===== src/rtl/seg7_pkg.sv =====
// Seven-segment patterns (g..a, active-high) and digit slot indices shared by
// the display multiplexer and its decoder.
package seg7_pkg;

  localparam logic [6:0] SEG_0     = 7'b0111111;
  localparam logic [6:0] SEG_1     = 7'b0000110;
  localparam logic [6:0] SEG_2     = 7'b1011011;
  localparam logic [6:0] SEG_3     = 7'b1001111;
  localparam logic [6:0] SEG_4     = 7'b1100110;
  localparam logic [6:0] SEG_5     = 7'b1101101;
  localparam logic [6:0] SEG_6     = 7'b1111101;
  localparam logic [6:0] SEG_7     = 7'b0000111;
  localparam logic [6:0] SEG_8     = 7'b1111111;
  localparam logic [6:0] SEG_9     = 7'b1101111;
  localparam logic [6:0] SEG_DASH  = 7'b1000000;
  localparam logic [6:0] SEG_BLANK = 7'b0000000;

  // Any value above 9 decodes to a dash; this one is used to force it.
  localparam logic [3:0] VAL_DASH = 4'hF;

  typedef enum logic [1:0] {
    DIG_MIN0 = 2'd0,
    DIG_MIN1 = 2'd1,
    DIG_HR0  = 2'd2,
    DIG_HR1  = 2'd3
  } dig_idx_e;

endpackage


===== src/rtl/seg7_decode.sv =====
// BCD digit to active-high seven-segment pattern; values above 9 show a dash.
module seg7_decode
  import seg7_pkg::*;
(
  input  logic [3:0] val_i,
  output logic [6:0] seg_o
);

  always_comb begin
    seg_o = SEG_DASH;
    case (val_i)
      4'd0:    seg_o = SEG_0;
      4'd1:    seg_o = SEG_1;
      4'd2:    seg_o = SEG_2;
      4'd3:    seg_o = SEG_3;
      4'd4:    seg_o = SEG_4;
      4'd5:    seg_o = SEG_5;
      4'd6:    seg_o = SEG_6;
      4'd7:    seg_o = SEG_7;
      4'd8:    seg_o = SEG_8;
      4'd9:    seg_o = SEG_9;
      default: seg_o = SEG_DASH;
    endcase
  end

endmodule


===== src/rtl/time_display_mux.sv =====
// Four-digit multiplexed common-anode display driver for HH:MM with blinking
// colon, leading-zero blanking, anti-ghost guard slots and alarm flashing.
module time_display_mux
  import seg7_pkg::*;
#(
  parameter int DIGIT_CYCLES = 100000,
  parameter int GUARD_CYCLES = 16,
  parameter int FLASH_CYCLES = 25000000
) (
  input  logic       clock,
  input  logic       reset,
  input  logic [1:0] hour_in1,
  input  logic [3:0] hour_in0,
  input  logic [3:0] minute_in1,
  input  logic [3:0] minute_in0,
  input  logic [5:0] seconds,
  input  logic       alarm,
  input  logic       blank_leading,
  output logic [3:0] an_n,
  output logic [6:0] seg_n,
  output logic       dp_n,
  output logic       frame_start
);

  localparam int SCAN_W  = (DIGIT_CYCLES > 1) ? $clog2(DIGIT_CYCLES) : 1;
  localparam int FLASH_W = (FLASH_CYCLES > 1) ? $clog2(FLASH_CYCLES) : 1;

  logic [SCAN_W-1:0]  scan_cnt_q, scan_cnt_d;
  dig_idx_e           idx_q, idx_d;
  logic [FLASH_W-1:0] flash_cnt_q, flash_cnt_d;
  logic               flash_phase_q, flash_phase_d;
  logic               init_q;

  logic [1:0] snap_hr1_q;
  logic [3:0] snap_hr0_q, snap_min1_q, snap_min0_q;
  logic       snap_sec0_q;

  logic [3:0] an_n_q, an_n_d;
  logic [6:0] seg_n_q, seg_n_d;
  logic       dp_n_q, dp_n_d;
  logic       frame_start_q;

  logic       scan_wrap;
  logic       snap_take;
  logic       lead_blank;
  logic [3:0] dig_val;
  logic [6:0] dig_seg;
  logic       unused_seconds;

  assign unused_seconds = ^seconds[5:1];

  always_comb begin
    scan_wrap  = (scan_cnt_q == SCAN_W'(DIGIT_CYCLES - 1));
    scan_cnt_d = scan_wrap ? '0 : scan_cnt_q + 1'b1;
    idx_d      = scan_wrap ? dig_idx_e'(idx_q + 2'd1) : idx_q;
    // A new frame starts when the last digit slot rolls over to the first.
    snap_take  = init_q || (scan_wrap && (idx_q == DIG_HR1));
  end

  always_comb begin
    flash_cnt_d   = '0;
    flash_phase_d = 1'b0;
    if (alarm) begin
      if (flash_cnt_q == FLASH_W'(FLASH_CYCLES - 1)) begin
        flash_cnt_d   = '0;
        flash_phase_d = ~flash_phase_q;
      end else begin
        flash_cnt_d   = flash_cnt_q + 1'b1;
        flash_phase_d = flash_phase_q;
      end
    end
  end

  always_comb begin
    dig_val = snap_min0_q;
    case (idx_q)
      DIG_MIN0: dig_val = snap_min0_q;
      DIG_MIN1: dig_val = snap_min1_q;
      DIG_HR0:  dig_val = snap_hr0_q;
      DIG_HR1:  dig_val = (snap_hr1_q == 2'd3) ? VAL_DASH : {2'b00, snap_hr1_q};
      default:  dig_val = VAL_DASH;
    endcase
  end

  seg7_decode u_decode (
    .val_i (dig_val),
    .seg_o (dig_seg)
  );

  always_comb begin
    lead_blank = (idx_q == DIG_HR1) && blank_leading && (snap_hr1_q == 2'd0);
    if ((scan_cnt_q < SCAN_W'(GUARD_CYCLES)) || flash_phase_q || lead_blank) begin
      an_n_d = 4'b1111;
    end else begin
      an_n_d = ~(4'b0001 << idx_q);
    end
    seg_n_d = ~dig_seg;
    dp_n_d  = !((idx_q == DIG_HR0) && !snap_sec0_q);
  end

  always_ff @(posedge clock) begin
    if (reset) begin
      scan_cnt_q    <= '0;
      idx_q         <= DIG_MIN0;
      flash_cnt_q   <= '0;
      flash_phase_q <= 1'b0;
      init_q        <= 1'b1;
      snap_hr1_q    <= '0;
      snap_hr0_q    <= '0;
      snap_min1_q   <= '0;
      snap_min0_q   <= '0;
      snap_sec0_q   <= 1'b0;
      an_n_q        <= 4'b1111;
      seg_n_q       <= ~SEG_BLANK;
      dp_n_q        <= 1'b1;
      frame_start_q <= 1'b0;
    end else begin
      scan_cnt_q    <= scan_cnt_d;
      idx_q         <= idx_d;
      flash_cnt_q   <= flash_cnt_d;
      flash_phase_q <= flash_phase_d;
      init_q        <= 1'b0;
      an_n_q        <= an_n_d;
      seg_n_q       <= seg_n_d;
      dp_n_q        <= dp_n_d;
      frame_start_q <= snap_take;
      if (snap_take) begin
        snap_hr1_q  <= hour_in1;
        snap_hr0_q  <= hour_in0;
        snap_min1_q <= minute_in1;
        snap_min0_q <= minute_in0;
        snap_sec0_q <= seconds[0];
      end
    end
  end

  assign an_n        = an_n_q;
  assign seg_n       = seg_n_q;
  assign dp_n        = dp_n_q;
  assign frame_start = frame_start_q;

endmodule


===== config.mk =====
export PLATFORM = sky130hd
export DESIGN_NAME = time_display_mux
export DESIGN_NICKNAME = d
export VERILOG_FILES = /design/src/rtl/seg7_pkg.sv /design/src/rtl/seg7_decode.sv /design/src/rtl/time_display_mux.sv
export SDC_FILE = /design/constraint.sdc
export NUM_CORES = 1
export LEC_CHECK = 0
export ABC_AREA = 1
export CAP_MARGIN = 20
export CORE_UTILIZATION = 60
export DETAILED_ROUTE_END_ITERATION = 16
export HOLD_SLACK_MARGIN = 0.15
export PLACE_DENSITY_LB_ADDON = 0.15
export SETUP_SLACK_MARGIN = 0.15
export SYNTH_ARGS = -nofsm -noshare
export SYNTH_HDL_FRONTEND = slang
export SYNTH_SLANG_ARGS = --single-unit

===== constraint.sdc =====
create_clock -name clock -period 2.8 [get_ports clock]
set_input_delay 0.7 -clock clock [delete_from_list [all_inputs] [get_ports clock]]
set_output_delay 0.7 -clock clock [all_outputs]
set_load 0.005 [all_outputs]

* After elaboration in Yosys (flattened, before gate mapping)
Memories as Yosys holds them, arrays and structs flattened.
Cells that the tools add are included.
** Word-level totals
- Bits in registers :: 74
- Memory bits (read-only) :: 112
- Word-level logic and storage cells :: 48
- Memories kept :: 1
** Operators by class
- Add/sub/neg operators :: 3
- Order comparisons :: 1
- Eq/ne operators :: 6
- Shifts and indexed selects :: 1
- Mux-type cells :: 3
- Bitwise gates (word level) :: 4
- Reduce and logical (&&, ||, !) cells :: 15
** Memory list
- (no name shown) :: depth 16, width 7, read ports 1, clocked after Yosys merged registers in 0, write ports 0, RTL line seg7_decode.sv:11 : case (val_i)
** Operators with widths (count)
- $add A25 B1 Y25 const B :: 1
- $eq A25 B25 Y1 const B :: 1
- $add A17 B1 Y17 const B :: 1
- $eq A17 B17 Y1 const B :: 1
- $lt A17 B5 Y1 const B :: 1
- $pmux W4 S4 :: 1
- $not A7 Y7 :: 1
- $eq A2 B2 Y1 const B :: 3
- $reduce_or A2 Y1 :: 3
- $logic_and A1 B1 Y1 :: 4
- $logic_not A2 Y1 :: 2
- $mux W4 :: 1
- $not A4 Y4 :: 1
- $shl A1 B2 Y4 const A :: 1
- $logic_or A1 B1 Y1 :: 3
- $reduce_or A3 Y1 :: 1
- $add A2 B1 Y2 const B :: 1
- $eq A2 B1 Y1 const B :: 1
- $logic_not A1 Y1 :: 2
- $not A1 Y1 :: 2
- $mux W1 :: 1

* Logic depth before layout (Yosys ltp)
- Word-level depth :: 5
- Depth in mapped cells :: 11
- Gate-level depth less buffers :: 11

* Modules after synthesis
A second synthesis with hierarchy kept.
** Second synthesis, totals
- Cell total of the unflattened synthesis :: 522
- Area, all modules :: 3751.1 um^2
** By module, submodules not included
- time_display_mux :: instances 1, cells each 486, area an instance 3558.4 um^2
- seg7_decode :: instances 1, cells each 36, area an instance 192.7 um^2

* Least setup slack after synthesis
OpenSTA, ideal clock, no wires.
- Path type :: register -> register
- Start point :: register idx_q[0]
- End point :: register seg_n_q[3], in the netlist seg_n[3]
- Data arrival time :: 1795 ps
- Path slack :: 880 ps
- Cell stages (with the launch flop) :: 10
- Path buffers :: 0
- Period minus slack after synthesis :: 1920 ps
- Cells stage by stage :: dfxtp_1 inv_1 ha_1 inv_1 nand2_1 o21ai_0 ha_1 nand3b_1 nand3_1 nand3_1
** On the way
- Cells in the longest elaborated chain, start to end :: 4
- Elaborated cells on any way between the ends :: 7
- Classes of those cells :: 3 x eq/ne; 1 x mux; 1 x bitwise; 1 x reduce/logical; 1 x memory
** Ends and longest elaborated chain
- from (decl) :: RTL line time_display_mux.sv:29 : dig_idx_e idx_q, idx_d;
- from (signal assigned) :: RTL line time_display_mux.sv:119 : idx_q <= idx_d;
- $eq A2 B2 Y1 (tied with other cells) :: RTL line time_display_mux.sv:76 : case (idx_q)
- $pmux W4 S4 * :: RTL line time_display_mux.sv:76
- $mem_v2 Z16 W7 *
- $not A7 Y7 * :: RTL line time_display_mux.sv:97 : seg_n_d = ~dig_seg;
- to (signal assigned) :: RTL line time_display_mux.sv:114 : seg_n_q <= ~SEG_BLANK;
- to (signal assigned) :: RTL line time_display_mux.sv:124 : seg_n_q <= seg_n_d;
- to (decl) :: RTL line time_display_mux.sv:39 : logic [6:0] seg_n_q, seg_n_d;
Mark *: on every way between the ends. The rest lies on a longest branch, timed or not.
A chain may end at the register's enable or synchronous reset.

* Worst setup path in the final report
Ends and elaborated chain as after synthesis.

==> results.md <==
- Die span in x: 80.6 um
- Top post-synthesis cells by area: dfxtp_1 (40%), nand2_1 (12%), nor2_1 (9.5%)
- EDFF count, synth: 0
- Crit path from: idx_q[0]
- Layout Cells excl Fill: 640
- Routed WL: 7450 um
- Clock Sinks: 74
- Share of layout cells above drive strength 1: 7.43%
- Post-DP HPWL: 5260 um
- Fill cell count: 482
- Highest Clock Rate: 469 MHz
- Mean Syn Cell Area: 7.05 sq um
- Critical Path Start Type: register
- Area Overhead vs Synth: 15.0%
- Worst hold path stage count: 2
- Iteration-0 DRC Markers: 169
- Die Footprint: 6500 sq um
- Switch Pwr: 0.489 mW
- Setup bufs post-CTS: 0
- Yosys cell types: 32
- Largest net degree at the start of global routing: 32
- Clk root buf: clkbuf_8
- Switching part of the total: 22.7%
- Total GRT Usage: 24.6%
- WP data required: 3.03 ns
- Finish-stage setup viols: 0
- Hold wc startpoint: snap_sec0_q
- Vias in the first global route: 2,956
- Cells after DPL: 624
- Port bufs: 31
- RSZ-0062 raised after global routing: false
- Antenna diodes: 0
- Leak pwr: 1.60 nW
- I/O pin count: 37
- Status: finished clean
- Fin. max-slew vios: 0
- Hold Vio Cnt, Final: 0
- Pwr dens: 505 nW/um^2
- Worst hold-check path type: reg2reg
- Final min period: 2.13 ns
- Core ar.: 5960 sq um
- DRC viols: 0
- Clock Power Share: 41.6%
- Yosys warnings: 0
- Cts bufs inserted: 9
- Die height: 80.6 um
- Worst path arrival time: 2.36 ns
- Skew-Pair Late Insertion Delay: 0.34 ns
- CTS max path bufs: 2
- Vias: 3,329
- CTS clk-pin slew, worst paths: 0.08 ns
- Grt ovf: 0
- Area share of the largest cell type after synthesis: 40.0%
- CTS Hold Bufs: 0
- Crit Path Class: reg2reg
- #FFs+latches synth: 74
- DP Worst Slack: 0.762 ns
- Critical path capture point type: register
- Initial antenna violation count: 0
- Row count: 28
- CP max FO: 6
- Fin crit share: 76.1%
- Min-Delay Endpoint: dp_n
- Sequential power share: 51.0%
- Post-route ant nets: 0
- Sequential-to-total area share from yosys stat: 40.0%
- Logic pwr share: 7.3%
- Htree depth: 3
- WL/cell: 11.6 um
- Global placer's final weighted congestion: 0.868
- Post-synth top area cell: dfxtp_1
- Synth Instances: 526
- PnR worst setup slack: 0.670 ns
- Async S/R FF share, synth: 0%
- Synth Net Count: 562
- R2R Setup Slk: 0.67 ns
- R2r worst-path depth: 10
- Reg-to-Reg Start: idx_q[0]
- Max-cap violations: 0
- Reg-to-reg critical path endpoint: seg_n[3]
- Relative slew slack: 39.9%
- Post-synth top flop: dfxtp_1
- Clock skew: 0.00732 ns
- 1st-pass router iterations: 5
- Netlist Area Pre-Place: 3710 sq um
- P_int: 1.66 mW
- Worst Tran Pin Value: 0.900 ns
- Initial Util: 62.2%
- Final #Nets: 596
- Global-route wire length before repair: 12,400 um
- CTS tree: built
- Post-route setup TNS: 0 ns
- CTS resizes: 0
- DR vias/cell: 5.20
- Peak supply drop: 363 uV
worst max path at each step:
| stage | end | slack, ns | cells past startpoint |
|---|---|---|---|
| 6_report | seg_n[3] | 0.67 | 10 |
| 3_3_place_gp | seg_n[3] | 0.79 | 10 |
| 3_5_place_dp | seg_n[3] | 0.76 | 10 |
| 4_1_cts | seg_n[5] | 0.70 | 11 |
| 5_1_grt | seg_n[3] | 0.53 | 10 |
| 2_1_floorplan | seg_n[3] | 0.88 | 9 |
cell families (layout without fill, tap and decap cells):
| group | count (synthesis) | count (layout) | synth area share, % |
|---|---|---|---|
| fa+ha+maj | 12 | 12 | 4.05 |
| compound gates | 49 | 49 | 6.75 |
| xor+xnor | 16 | 16 | 3.78 |
| flops | 74 | 74 | 40.0 |
| buf+inv | 64 | 103 | 7.59 |
| simple gates | 311 | 311 | 37.9 |
cells in the mapped netlist (3+ instances only):
cell,count
nand2_1,122
nor2_1,94
dfxtp_1,74
inv_1,52
nand3_1,46
a21oi_1,39
ha_1,12
nand3b_1,9
xnor2_1,8
xor2_1,8
nand4_1,7
nor2_2,7
o21ai_0,7
nand3_2,5
buf_6,4
nand2_2,4
nor3_1,4
or2_2,4
buf_2,3
layer usage:
| metal | share of wire, % | up-vias | global-route usage, % | wire (um) |
|---|---|---|---|---|
| met2 | 48 | 102 | 42.0 | 3540 |
| met4 | 1.6 | 0 | 10.7 | 122 |
| met3 | 4.9 | 14 | 3.75 | 364 |
| met1 | 46 | 1473 | 30.2 | 3420 |
| li1 | - | 1740 | - | - |
| met5 | 0 | - | 0 | 0 |
flip-flops by register name, summed over array words and instances (netlist names):
signal / flops
scan_cnt_q: 17
snap_sec0_q: 1
snap_hr0_q: 4
flash_phase_q: 1
seg_n: 7
snap_hr1_q: 2
an_n: 4
flash_cnt_q: 25
frame_start: 1
snap_min1_q: 4
dp_n: 1
idx_q: 2
init_q: 1
snap_min0_q: 4
placed cells by master, fill, tap and decap left out, types with 7 or more instances in the layout:
cell type / netlist / final
inv_1: 52 / 52
dfxtp_1: 74 / 74
clkdlybuf4s50_1: 0 / 31
nand3b_1: 9 / 9
nor2_2: 7 / 7
nor2_1: 94 / 94
o21ai_0: 7 / 7
nand3_1: 46 / 46
clkbuf_8: 0 / 9
xor2_1: 8 / 8
nand4_1: 7 / 7
a21oi_1: 39 / 39
xnor2_1: 8 / 8
ha_1: 12 / 12
nand2_1: 122 / 122
final cells by class:
type / instances / area (sq um) / area share (%)
clock buffers: 11 / 131 / 3.08
clock inverters: 5 / 78.8 / 1.85
inverters: 53 / 199 / 4.67
multi-input cells: 388 / 1940 / 45.6
flip-flops and latches: 74 / 1480 / 34.8
well taps: 75 / 93.8 / 2.20
repair buffers: 34 / 333 / 7.81
power by group through the flow:
stage	registers (mW)	clock network (mW)	logic, mW
6_report	1.10	0.896	0.157
5_1_grt	1.10	0.946	0.177
4_1_cts	1.10	0.908	0.158
3_5_place_dp	1.12	0	0.157
3_3_place_gp	1.12	0	0.153
2_1_floorplan	1.12	0	0.0933
critical path, stage by stage (launching register included):
cell      delay, ns
dfxtp_1        0.34
inv_1          0.17
ha_1           0.31
nand2_1        0.08
o21ai_0        0.14
nor2_1         0.08
a21oi_1        0.25
ha_1           0.28
nand3b_1       0.18
nand3_1        0.11
nand3_1        0.08
stage by stage:
step / hold slack (ns) / utilization [%] / cell area (sq um) / power, mW
floorplan: 0.402 / - / 3710 / 1.21
global placement: 0.428 / 68.0 / 4050 / 1.27
detailed placement: 0.434 / 68.0 / 4050 / 1.28
CTS: 0.455 / 71.6 / 4260 / 2.17
global route: 0.484 / 71.6 / 4260 / 2.22
finish: 0.454 / 71.6 / 4260 / 2.15
Note: power is estimated with default switching activity, not from simulation.
